File: src/rtl/cpu_pkg.sv
// Shared CPU definitions: condition codes, flag vector width and flag bit indices.
package cpu_pkg;

  localparam int unsigned FLAGS_W = 4;

  // Bit positions inside the stored {N,Z,C,V} flag vector
  localparam int unsigned FLAG_N = 3;
  localparam int unsigned FLAG_Z = 2;
  localparam int unsigned FLAG_C = 1;
  localparam int unsigned FLAG_V = 0;

  typedef enum logic [3:0] {
    COND_EQ = 4'b0000,
    COND_NE = 4'b0001,
    COND_CS = 4'b0010,
    COND_CC = 4'b0011,
    COND_MI = 4'b0100,
    COND_PL = 4'b0101,
    COND_VS = 4'b0110,
    COND_VC = 4'b0111,
    COND_HI = 4'b1000,
    COND_LS = 4'b1001,
    COND_GE = 4'b1010,
    COND_LT = 4'b1011,
    COND_GT = 4'b1100,
    COND_LE = 4'b1101,
    COND_AL = 4'b1110,
    COND_NV = 4'b1111
  } cond_e;

endpackage

File: src/rtl/cond_logic_if.sv
// Bundle between instruction decode/ALU and the conditional-execution unit.
//   master: decoder/ALU side (drives cond, ALU flags, write requests)
//   slave : cond_logic side (drives gated writes, cond_ex, stored flags)
interface cond_logic_if;

  logic [3:0]                  cond;
  logic                        alu_n;
  logic                        alu_z;
  logic                        alu_co;
  logic                        alu_ovf;
  logic [1:0]                  flag_w;
  logic                        pcs;
  logic                        reg_w;
  logic                        mem_w;
  logic                        no_write;
  logic                        pc_src;
  logic                        reg_write;
  logic                        mem_write;
  logic                        cond_ex;
  logic [cpu_pkg::FLAGS_W-1:0] flags;

  modport master (
    output cond, alu_n, alu_z, alu_co, alu_ovf, flag_w, pcs, reg_w, mem_w, no_write,
    input  pc_src, reg_write, mem_write, cond_ex, flags
  );

  modport slave (
    input  cond, alu_n, alu_z, alu_co, alu_ovf, flag_w, pcs, reg_w, mem_w, no_write,
    output pc_src, reg_write, mem_write, cond_ex, flags
  );

endinterface

File: src/rtl/cond_logic_cond_check.sv
// Combinational condition-field decoder.
//   cond    : instruction condition field
//   flags   : stored {N,Z,C,V}
//   cond_ex : 1 when the condition passes
module cond_check
  import cpu_pkg::*;
(
  input  logic [3:0]         cond,
  input  logic [FLAGS_W-1:0] flags,
  output logic               cond_ex
);

  logic n, z, c, v, ge;

  always_comb begin
    n  = flags[FLAG_N];
    z  = flags[FLAG_Z];
    c  = flags[FLAG_C];
    v  = flags[FLAG_V];
    ge = (n == v);
  end

  always_comb begin
    cond_ex = 1'b1;
    case (cond)
      COND_EQ: cond_ex = z;
      COND_NE: cond_ex = ~z;
      COND_CS: cond_ex = c;
      COND_CC: cond_ex = ~c;
      COND_MI: cond_ex = n;
      COND_PL: cond_ex = ~n;
      COND_VS: cond_ex = v;
      COND_VC: cond_ex = ~v;
      COND_HI: cond_ex = c & ~z;
      COND_LS: cond_ex = ~c | z;
      COND_GE: cond_ex = ge;
      COND_LT: cond_ex = ~ge;
      COND_GT: cond_ex = ~z & ge;
      COND_LE: cond_ex = z | ~ge;
      COND_AL: cond_ex = 1'b1;
      COND_NV: cond_ex = 1'b1;
      default: cond_ex = 1'b1;
    endcase
  end

endmodule

File: src/rtl/cond_logic.sv
// Conditional-execution unit: holds the {N,Z,C,V} flags, evaluates the
// instruction condition against them and gates PC/register/memory writes.
//   clk, rst : clock, asynchronous active-high reset
//   bus      : cond_logic_if.slave (decoder/ALU inputs, gated outputs, flags)
module cond_logic
  import cpu_pkg::*;
(
  input  logic          clk,
  input  logic          rst,
  cond_logic_if.slave   bus
);

  logic [FLAGS_W-1:0] flags_q;
  logic [FLAGS_W-1:0] flags_d;
  logic               cond_ex_c;

  // Condition is evaluated against the stored (pre-edge) flags only
  cond_check u_cond_check (
    .cond    (bus.cond),
    .flags   (flags_q),
    .cond_ex (cond_ex_c)
  );

  // N/Z and C/V groups update independently, and only when the condition passes
  always_comb begin
    flags_d = flags_q;
    if (bus.flag_w[1] && cond_ex_c) begin
      flags_d[FLAG_N] = bus.alu_n;
      flags_d[FLAG_Z] = bus.alu_z;
    end
    if (bus.flag_w[0] && cond_ex_c) begin
      flags_d[FLAG_C] = bus.alu_co;
      flags_d[FLAG_V] = bus.alu_ovf;
    end
  end

  always_ff @(posedge clk or posedge rst) begin
    if (rst) begin
      flags_q <= '0;
    end else begin
      flags_q <= flags_d;
    end
  end

  assign bus.cond_ex   = cond_ex_c;
  assign bus.pc_src    = bus.pcs & cond_ex_c;
  assign bus.mem_write = bus.mem_w & cond_ex_c;
  assign bus.reg_write = bus.reg_w & cond_ex_c & ~bus.no_write;
  assign bus.flags     = flags_q;

endmodule

File: src/flat_wrapper.sv
// flat-port wrapper written by rule: the top's interface ports become plain ports
module cond_logic_flat import cpu_pkg::*;
  (clk, rst, bus_cond, bus_alu_n, bus_alu_z, bus_alu_co, bus_alu_ovf, bus_flag_w, bus_pcs, bus_reg_w, bus_mem_w, bus_no_write, bus_pc_src, bus_reg_write, bus_mem_write, bus_cond_ex, bus_flags);
  cond_logic_if bus_i ();
  input  logic clk;
  input  logic rst;
  input wire logic [$bits(bus_i.cond)-1:0] bus_cond;
  input wire logic [$bits(bus_i.alu_n)-1:0] bus_alu_n;
  input wire logic [$bits(bus_i.alu_z)-1:0] bus_alu_z;
  input wire logic [$bits(bus_i.alu_co)-1:0] bus_alu_co;
  input wire logic [$bits(bus_i.alu_ovf)-1:0] bus_alu_ovf;
  input wire logic [$bits(bus_i.flag_w)-1:0] bus_flag_w;
  input wire logic [$bits(bus_i.pcs)-1:0] bus_pcs;
  input wire logic [$bits(bus_i.reg_w)-1:0] bus_reg_w;
  input wire logic [$bits(bus_i.mem_w)-1:0] bus_mem_w;
  input wire logic [$bits(bus_i.no_write)-1:0] bus_no_write;
  output wire logic [$bits(bus_i.pc_src)-1:0] bus_pc_src;
  output wire logic [$bits(bus_i.reg_write)-1:0] bus_reg_write;
  output wire logic [$bits(bus_i.mem_write)-1:0] bus_mem_write;
  output wire logic [$bits(bus_i.cond_ex)-1:0] bus_cond_ex;
  output wire logic [$bits(bus_i.flags)-1:0] bus_flags;
  assign bus_i.cond = bus_cond;
  assign bus_i.alu_n = bus_alu_n;
  assign bus_i.alu_z = bus_alu_z;
  assign bus_i.alu_co = bus_alu_co;
  assign bus_i.alu_ovf = bus_alu_ovf;
  assign bus_i.flag_w = bus_flag_w;
  assign bus_i.pcs = bus_pcs;
  assign bus_i.reg_w = bus_reg_w;
  assign bus_i.mem_w = bus_mem_w;
  assign bus_i.no_write = bus_no_write;
  assign bus_pc_src = bus_i.pc_src;
  assign bus_reg_write = bus_i.reg_write;
  assign bus_mem_write = bus_i.mem_write;
  assign bus_cond_ex = bus_i.cond_ex;
  assign bus_flags = bus_i.flags;
  cond_logic u_core (.clk(clk), .rst(rst), .bus(bus_i));
endmodule
File: config.mk
export PLATFORM = sky130hd
export DESIGN_NAME = cond_logic_flat
export DESIGN_NICKNAME = d
export VERILOG_FILES = /design/src/rtl/cpu_pkg.sv /design/src/rtl/cond_logic_if.sv /design/src/rtl/cond_logic_cond_check.sv /design/src/rtl/cond_logic.sv /design/src/flat_wrapper.sv
export SDC_FILE = /design/constraint.sdc
export NUM_CORES = 1
export LEC_CHECK = 0
export ABC_AREA = 1
export CORE_MARGIN = 4
export CORE_UTILIZATION = 34
export DETAILED_ROUTE_END_ITERATION = 12
export MAX_ROUTING_LAYER = met4
export PLACE_DENSITY = 0.77
export SLEW_MARGIN = 15
export SYNTH_ARGS = -nofsm -noshare
export SYNTH_HDL_FRONTEND = slang
export SYNTH_SLANG_ARGS = --single-unit
File: constraint.sdc
create_clock -name clk -period 1.39 [get_ports clk]
set_clock_uncertainty 0.2 [all_clocks]
set_input_delay 0.278 -clock clk [delete_from_list [all_inputs] [get_ports clk]]
set_output_delay 0.278 -clock clk [all_outputs]
set_load 0.005 [all_outputs]
==> results.yml <==
die:
  start_util: 0.362
  pin_count: 24
  core_sq_mm: 0.00132
  die_x_um: 45.4
  rows: 13
  die_area_sq_mm: 0.00207
  die_h_um: 45.4
finish:
  diodes: 0
  largest_reg_flops: 4
  layout_commonest_cell: "nand2_1"
  fin_nets: 137
  drive_above_1_share: 0.445
  syn_to_final_growth_pct: 82.7
  n_fill_cell: 126
  final_cell_mix: "nand2_1 (19), inv_1 (12), clkdlybuf4s50_1 (11)"
  final_util: 0.661
place:
  hpwl_um: 1230
  gp_congestion: 0.902
  io_buffers: 23
  place_ws_ns: -1.27
route:
  first_pass_iters: 4
  ant_nets: 0
  drtIter0Drc: 6
  drcViolationCount: 0
  drt_wl_total_um: 1470
  via_per_inst: 4.81
  vias: 644
  routedWlPerCell_um: 11.0
clock_tree:
  clk_latency_ns: 0.23
  hold_buffers: 0
  path_clk_slew_ns: 0.04
  clockBufferDepth: 2
  cts_tree: "built"
  cts_root_buf: "clkbuf_4"
  numCtsBuffers: 3
  clock-sinks: 4
  htree_levels: 1
timing:
  fmax_mhz: 512
  setup_violations: 9
  setup_slack_ns: -0.564
  slew_violations: 0
  hold_violations: 0
  rsz0062_at_grt: "yes"
  period_share: 1.41
  min_period_ns: 1.95
  tightestPinTransition_ns: 0.251
  maxSlewHeadroom: 0.832
grt:
  grt-ovfl-total: 0
  grt_max_degree: 8
  grtUsageTotal: 0.167
  grt_pass1_vias: 660
  antenna_found_initial: 0
  grt_pass1_wl_um: 2440
synthesis:
  seq_area_frac_synth: 0.210
  synthCells: 80
  ys_seq_elements: 4
  synth_area_per_cell_sq_um: 5.96
  synth_nets: 96
  syn_area_sq_um: 477
  ys_warn_count: 0
  ys_types: 18
setup_path:
  critPathArrivalTime_ns: 1.48
  crit_fanout: 4
  worstSetupPathType: "register to primary output"
  required_ns: 0.91
  endpoint_kind: "primary output"
  startpoint_type: "register"
outcome:
  status: "finished, violations left"
  violations: "negative setup slack"
power_and_ir_drop:
  p_leak_nw: 0.465
  powerDensity_mw_per_mm2: 1310
  peakVddDrop_mv: 0.949
run:
  maxCapViolCount: 0
hold_path:
  min_path_type: "primary input to async pin"
## synthesized netlist by cell type
library cell | n | area share
nor3_2 | 1 | 0.021
a21oi_1 | 2 | 0.021
nand3_1 | 9 | 0.094
nand4_1 | 4 | 0.052
nand2_4 | 2 | 0.047
inv_2 | 1 | 0.0079
nor2_1 | 7 | 0.055
buf_6 | 1 | 0.024
nand2_1 | 24 | 0.19
o21ai_0 | 1 | 0.010
nand3_2 | 3 | 0.063
nand2_2 | 1 | 0.013
inv_1 | 15 | 0.12
o21ai_1 | 1 | 0.010
o211ai_2 | 1 | 0.026
dfrtp_1 | 4 | 0.21
nor2_2 | 2 | 0.026
nor3_1 | 1 | 0.010
## critical path: stages (launching register included)
cell and delay, ns:
dfrtp_1 0.40, inv_2 0.10, nand2_1 0.06, nand3_1 0.09, nand2_1 0.05, nand2_1 0.06
nand2_2 0.07, nor2_4 0.11, nand2_4 0.06, nand2_4 0.08, nor2_1 0.04, buf_2 0.12
## power by group
| part | leakage [nW] | internal (mW) | switching, mW |
|---|---|---|---|
| Combinational | 0.403 | 0.409 | 0.364 |
| Sequential | 0.0483 | 0.171 | 0.0539 |
| Clock | 0.0138 | 0.0964 | 0.0442 |
| Total | 0.465 | 0.676 | 0.462 |
## cells by family after synthesis
| logic type | after synthesis | share of synthesized area |
|---|---|---|
| buffers and inverters | 17 | 0.150 |
| AND/OR/NAND/NOR | 54 | 0.572 |
| AO/OA/AOI/OAI | 5 | 0.0682 |
| flip-flops | 4 | 0.210 |
## worst paths after layout
check	to	cells after the start	slack, ns	from
setup / recovery	bus_pc_src	11	-0.56	u_core.bus.flags[3]
min in group clk	u_core.bus.flags[1]	3	0.39	u_core.bus.flags[1]
hold / removal	u_core.bus.flags[3]	2	0.03	rst
setup reg to reg	u_core.bus.flags[1]	11	-0.23	u_core.bus.flags[3]
max in group asynchronous	u_core.bus.flags[0]	2	0.80	rst
hold reg to reg	u_core.bus.flags[1]	3	0.39	u_core.bus.flags[1]
## cell type report
type,instances,area [sq um],share of cell area
Multi-Input combinational cell,59,352,0.404
Clock buffer,3,22.5,0.0259
Sequential cell,4,101,0.116
Timing Repair Buffer,37,317,0.364
Tap cell,15,18.8,0.0216
Inverter,16,60.1,0.0690
## repair_timing
item | 4_1_cts | 5_1_grt
setup endpoints to repair | 12 | 10
setup buffers | 2 | 2
gates resized for setup | 36 | 18
pin swaps | 5 | 9
## layer usage
metal	vias to the layer above	share of wire	global-route usage
met3	0	0.093	0.0356
li1	332	-	-
met2	27	0.54	0.301
met5	-	0	-
met4	0	0	0.0760
met1	285	0.37	0.168
## per-stage QoR
step,TNS [ns],total power [mW],hold slack (ns),instance area (sq um),std cells
after floorplan,-1.01,0.534,-0.156,490,80
after global placement,-8.00,0.904,0.271,803,127
after detailed placement,-8.34,0.922,0.272,803,127
after CTS,-4.06,1.07,0.0248,827,132
after global routing,-4.04,1.24,0.0485,871,134
final,-3.26,1.14,0.0268,871,134
Note: power is estimated with default switching activity, not from simulation.
